File: config.mk
export PLATFORM = sky130hd
export DESIGN_NAME = serial_chunk_adder
export DESIGN_NICKNAME = d
export VERILOG_FILES = /design/src/rtl/serial_chunk_adder.sv
export SDC_FILE = /design/constraint.sdc
export NUM_CORES = 1
export LEC_CHECK = 0
export ABC_AREA = 1
export ABC_CLOCK_PERIOD_IN_PS = 3900
export BUFFER_PORTS_ARGS = -buffer_cell sky130_fd_sc_hd__buf_2
export CAP_MARGIN = 20
export CORE_UTILIZATION = 50
export DETAILED_ROUTE_END_ITERATION = 8
export PLACE_DENSITY = 0.83
export SYNTH_ARGS = -nofsm -noshare
export SYNTH_HDL_FRONTEND = slang
export SYNTH_SLANG_ARGS = --single-unit
File: constraint.sdc
create_clock -name clk -period 3.9 [get_ports clk]
set_input_delay 0.195 -clock clk [delete_from_list [all_inputs] [get_ports clk]]
set_output_delay 0.195 -clock clk [all_outputs]
set_load 0.01 [all_outputs]
File: src/rtl/serial_chunk_adder.sv
// serial_chunk_adder: adds two WIDTH-bit operands plus carry-in, CHUNK bits per clock, LSB chunk first
module serial_chunk_adder #(
  parameter int WIDTH = 8,
  parameter int CHUNK = 1
) (
  input  logic             clk,
  input  logic             rst,
  input  logic             start,
  input  logic [WIDTH-1:0] a,
  input  logic [WIDTH-1:0] b,
  input  logic             cin,
  output logic             busy,
  output logic             done,
  output logic [WIDTH-1:0] sum,
  output logic             cout,
  output logic             ovf
);
  localparam int N  = WIDTH / CHUNK;
  localparam int CW = N > 1 ? $clog2(N) : 1;
  localparam int IW = WIDTH > 1 ? $clog2(WIDTH) : 1;
  typedef enum logic [1:0] {IDLE, RUN, DONE} state_t;
  state_t state, state_d;
  logic [WIDTH-1:0] sa, sb, work, work_d;
  logic [CW-1:0] cnt;
  logic [IW-1:0] base;
  logic [CHUNK:0] part;
  logic carry, last, accept;
  assign busy   = state == RUN;
  assign done   = state == DONE;
  assign accept = start && !busy;
  assign last   = cnt == CW'(N - 1);
  always_comb begin
    base   = IW'(int'(cnt) * CHUNK);
    part   = {1'b0, sa[base +: CHUNK]} + {1'b0, sb[base +: CHUNK]} + {{CHUNK{1'b0}}, carry};
    work_d = work;
    work_d[base +: CHUNK] = part[CHUNK-1:0];
  end
  always_comb begin
    state_d = busy ? (last ? DONE : RUN) : (start ? RUN : IDLE);
  end
  always_ff @(posedge clk) begin
    if (rst) begin
      state <= IDLE;
      sa    <= '0;
      sb    <= '0;
      work  <= '0;
      carry <= 1'b0;
      cnt   <= '0;
      sum   <= '0;
      cout  <= 1'b0;
      ovf   <= 1'b0;
    end else begin
      state <= state_d;
      if (accept) begin
        sa    <= a;
        sb    <= b;
        carry <= cin;
        cnt   <= '0;
      end else if (busy) begin
        work  <= work_d;
        carry <= part[CHUNK];
        cnt   <= last ? '0 : cnt + 1'b1;
        if (last) begin
          sum  <= work_d;
          cout <= part[CHUNK];
          ovf  <= (sa[WIDTH-1] == sb[WIDTH-1]) && (work_d[WIDTH-1] != sa[WIDTH-1]);
        end
      end
    end
  end
endmodule

* After elaboration in Yosys (flattened, before gate mapping) *
Index checks and enable logic that the tools add are counted.

cells by class
  order comparisons = 0
  $mul = 0
  bitwise operators = 1
  shift operators = 4
  reduce and logical (&&, ||, !) cells = 7
  eq/ne operators = 5
  $add $sub $neg = 4
  divide/modulo/power cells = 0
  mux-type cells = 7

operators with widths
  operator                 number
  $shiftx A8 B4 Y1         2
  $bwmux W8                1
  $shift A1 B5 Y8 const A  1
  $shiftx A1 B5 Y8         1
  $neg A3 Y5               1
  $mux W2                  2
  $add A3 B1 Y3 const B    1
  $eq A3 B3 Y1 const B     1
  $mux W1                  3
  $mux W3                  1
  $reduce_and A3 Y1        1
  $add A1 B1 Y2            1
  $add A2 B1 Y2            1
  $eq A2 B1 Y1 const B     1
  $eq A2 B2 Y1 const B     1
  $logic_and A1 B1 Y1      2
  $reduce_and A2 Y1        1
  $reduce_bool A2 Y1       1
  $reduce_or A2 Y1         1
  $eq A1 B1 Y1             1
  $logic_not A1 Y1         1
  $ne A1 B1 Y1             1
  $not A1 Y1               1

word-level totals
  bits in writable memories = 0
  bits in latches = 0
  register bits after elaboration = 40
  bits in read-only memories = 0
  memories = 0
  bits of input ports = 20

* Longest topological paths before layout *
  depth after elaboration = 7
  gate-level depth with buffers = 13
  gate-level depth less buffers = 12

* Worst setup path after synthesis *
OpenSTA, ideal clock, no wires.

  path kind = reg2reg
  start = reg cnt[0]
  end = reg sum[2]
  path buffers = 1
  setup slack = 1.743 ns
  data required time = 3.830 ns
  clock period less this slack = 2.157 ns
  stages on the path, launching flop included = 13
  data arrival time = 2.087 ns
  library setup time = 0.070 ns
  cell sequence = dfxtp_1 inv_2 buf_6 o21ai_0 o22ai_1 nand2_1 nand2_1 fa_1 inv_1 nor3_1 and2_1 o21ai_1 a21oi_1

between the ends
  cells in the longest elaborated chain, start to end = 5

RTL lines
  element                 line  source
  start, declared         24    logic [CW-1:0] cnt;
  start signal, assigned  62    cnt <= last ? '0 : cnt + 1'b1;
  $shiftx A8 B4 Y1        34    part = {1'b0, sa[base +: CHUNK]} + {1'b0, sb[base +: CHUNK]} + {{CHUNK{1'b0}}, carry};
  $add A1 B1 Y2           34
  $add A2 B1 Y2           34
  $shiftx A1 B5 Y8        36    work_d[base +: CHUNK] = part[CHUNK-1:0];
  $bwmux W8               36
  end signal, assigned    64    sum <= work_d;
  end, declared           14    output logic [WIDTH-1:0] sum,

Several ways; a longest one is shown, not always the timed one.
A chain may end at the register's enable or synchronous reset.

* Worst setup path after layout *
  start = reg cnt[0]
  end = reg work[6]

between the ends
  cells in the longest elaborated chain, start to end = 5

RTL lines
  element               line  source
  $shiftx A8 B4 Y1      34
  $add A1 B1 Y2         34
  $add A2 B1 Y2         34
  $shiftx A1 B5 Y8      36
  $bwmux W8 (*)         36
  end signal, assigned  60    work <= work_d;
  end, declared         23    logic [WIDTH-1:0] sa, sb, work, work_d;

Mark *: on every way between the ends. The rest lies on a longest branch, timed or not.

==> metrics.md <==
| Metric | Value |
|---|---|
| Inst Count DP | 326 |
| Post-cts resize count | 0 |
| Syn_nets | 286 |
| Power per cell area | 386 nW/µm² |
| Io pins | 32 |
| Vias | 1,718 |
| Slowest cell on crit path | dfxtp_1 |
| Core area | 3660 µm² |
| Syn. warnings | 0 |
| CTS buffer count | 5 |
| Port Buf Inserts | 31 |
| CP endpoint kind | register |
| Leakage | 0.989 nW |
| Fmax | 379 MHz |
| Critical Path Fanout Max | 16 |
| Die area | 4040 µm² |
| CP peak stage delay | 660 ps |
| Initial drt markers | 48 |
| Hold Crit Class | in -> reg |
| Path type of the worst setup path | reg -> reg |
| Run status | completed |
| Crit path top cell by count | nand2_1 |
| Die Ht | 63.6 µm |
| Gpl congestion | 0.865 |
| Unrepaired setup endpoints after global routing | no |
| Die width | 63.6 µm |
| Layout Nets | 313 |
| Total Power | 0.819 mW |
| DRC | 0 |
| Cells after Synth | 258 |
| Critical Path AT | 2860 ps |
| Hold Vio Cnt, Final | 0 |
| First-pass GRT wire length | 6.71 mm |
| Finish-stage setup viols | 0 |
| Hold_ws | 87.0 ps |
| CP cell instances | inv_2, o21ai_0, o22ai_1, nand2_1, nand2_1, fa_1, inv_1, nor3_1, and2_1, o21ai_1, a21oi_1 |
| CP Launch Type | register |
| Utilization after layout | 0.579 |
| Top cells by area, synth | dfxtp_1 42%, o21ai_0 11%, nor2_1 8.1% |
| Clk buf depth | 2 |
| Maximum capacitance violations | 0 |
| Slew Limit Fails | 0 |
| Seq cells post-synth | 40 |
| Worst Max-Slew Pin Slew | 854 ps |
| Mean area per synthesized cell | 7.35 µm² |
| Setup WS post-layout | 1260 ps |
| DP Area | 2040 µm² |
| Slew HR | 0.430 |
| Number of global-route vias before repair | 1,611 |
| Final Non-Filler Cells | 333 |
| Finished Cell Area | 2120 µm² |
| Cts hold-fix bufs | 0 |
| Post-synthesis cell area | 1900 µm² |
| Sum Neg Setup Slack | 0 ps |
| Cell taking the most area after synthesis | dfxtp_1 |
| Antenna fix cells | 0 |
| Worst VDD drop | 0.264 mV |
| DR vias/cell | 5.16 |
| Share of layout cells above drive strength 1 | 0.154 |
| Fill count | 368 |
| Crit path required time | 4120 ps |
| Drt total wl | 3.74 mm |
| H-tree depth | 2 |
| Final Critical Period | 2640 ps |
| Std-Cell Rows | 22 |
| 1st-pass router iterations | 4 |
| Largest net degree at the start of global routing | 37 |
| Register area share after synthesis | 0.422 |
| ANT nets after route | 0 |
| Reg clk slew, reported paths | 70 ps |
| Num Clock Sinks | 40 |
| Congestion Overflow GR | 0 |
| Starting Density | 0.518 |
| Layout area overhead | 11.8% |
| Worst-Skew Late Latency | 290 ps |
| Yosys cell types | 26 |
| Most frequent cells in the layout | 41 x nor2_1, 41 x o21ai_0, 40 x dfxtp_1 |
| Post-CTS Setup Repair Bufs | 0 |
| CTS tree | built |
| Initial antenna violation count | 0 |
| Clock root buffer | clkbuf_8 |
| Post-DP HPWL | 2.70 mm |
| Skew final | 5.62 ps |
| DP Worst Slack | 1300 ps |
| WL/cell | 11.2 µm |
| GR Util All Layers | 0.211 |
| Final period utilization | 0.677 |
| Synth top area share | 0.422 |
## synthesized netlist by cell type, drive strengths merged
library cell,count
fa,1
o22ai,2
a22oi,1
nand2,35
dfxtp,40
and3,1
o21ai,46
and2,1
a211oi,1
clkbuf,4
nand4,2
nand3,14
nor3,1
a21oi,25
ha,7
nor2,43
buf,7
inv,27
## power breakdown
group / switching, mW / leakage (nW) / total, mW / internal [mW]
Clock: 0.131 / 0.0410 / 0.253 / 0.121
Sequential: 0.0166 / 0.328 / 0.449 / 0.432
Combinational: 0.0735 / 0.620 / 0.118 / 0.0441
Total: 0.221 / 0.989 / 0.819 / 0.598
## state kept, by name, indices dropped and copies added, names as in the netlist
name	cells
cout	1
sb	8
ovf	1
state	2
cnt	3
sa	8
carry	1
work	8
sum	8
## cell type report
type                    instances  area [µm²]  share of cell area
clock buffers                   6        72.6              0.0342
clock inverters                 1        5.00             0.00236
inverters                      27         101              0.0478
multi-input cells             180         925               0.436
flip-flops and latches         40         801               0.378
well taps                      48        60.1              0.0283
repair buffers                 31         155              0.0732
## kinds of logic (layout without fill, tap and decap cells)
kind of cell / Yosys count / count (layout) / synth area share
buf+inv: 38 / 65 / 0.0898
compound gates: 75 / 75 / 0.205
flops: 40 / 40 / 0.422
simple gates: 97 / 97 / 0.226
fa+ha+maj: 8 / 8 / 0.0568
## layer usage
| layer | GRT usage | vias to the layer above | wire length (µm) | share of wire |
|---|---|---|---|---|
| met5 | 0 | - | 0 | 0 |
| met4 | 0.0881 | 0 | 59 | 0.016 |
| met3 | 0.0670 | 5 | 173 | 0.046 |
| met2 | 0.344 | 38 | 1730 | 0.46 |
| met1 | 0.252 | 781 | 1780 | 0.48 |
| li1 | - | 894 | - | - |
## path summary, 6_finish.rpt
check / start / to / slack [ps] / cells after the start
hold reg to reg: sb[2] / sb[2] / 480 / 2
hold / removal: rst / carry / 90 / 2
setup / recovery: cnt[0] / work[6] / 1260 / 11
setup reg to reg: cnt[0] / work[6] / 1260 / 11
## critical path, delay by kind of cell (launching register included)
| kind | cells | cell delay, ps |
|---|---|---|
| flops | 1 | 660 |
| fa+ha+maj | 1 | 570 |
| simple gates | 4 | 510 |
| compound gates | 4 | 500 |
| buf+inv | 2 | 330 |
Power figures use the tool's default switching activity.
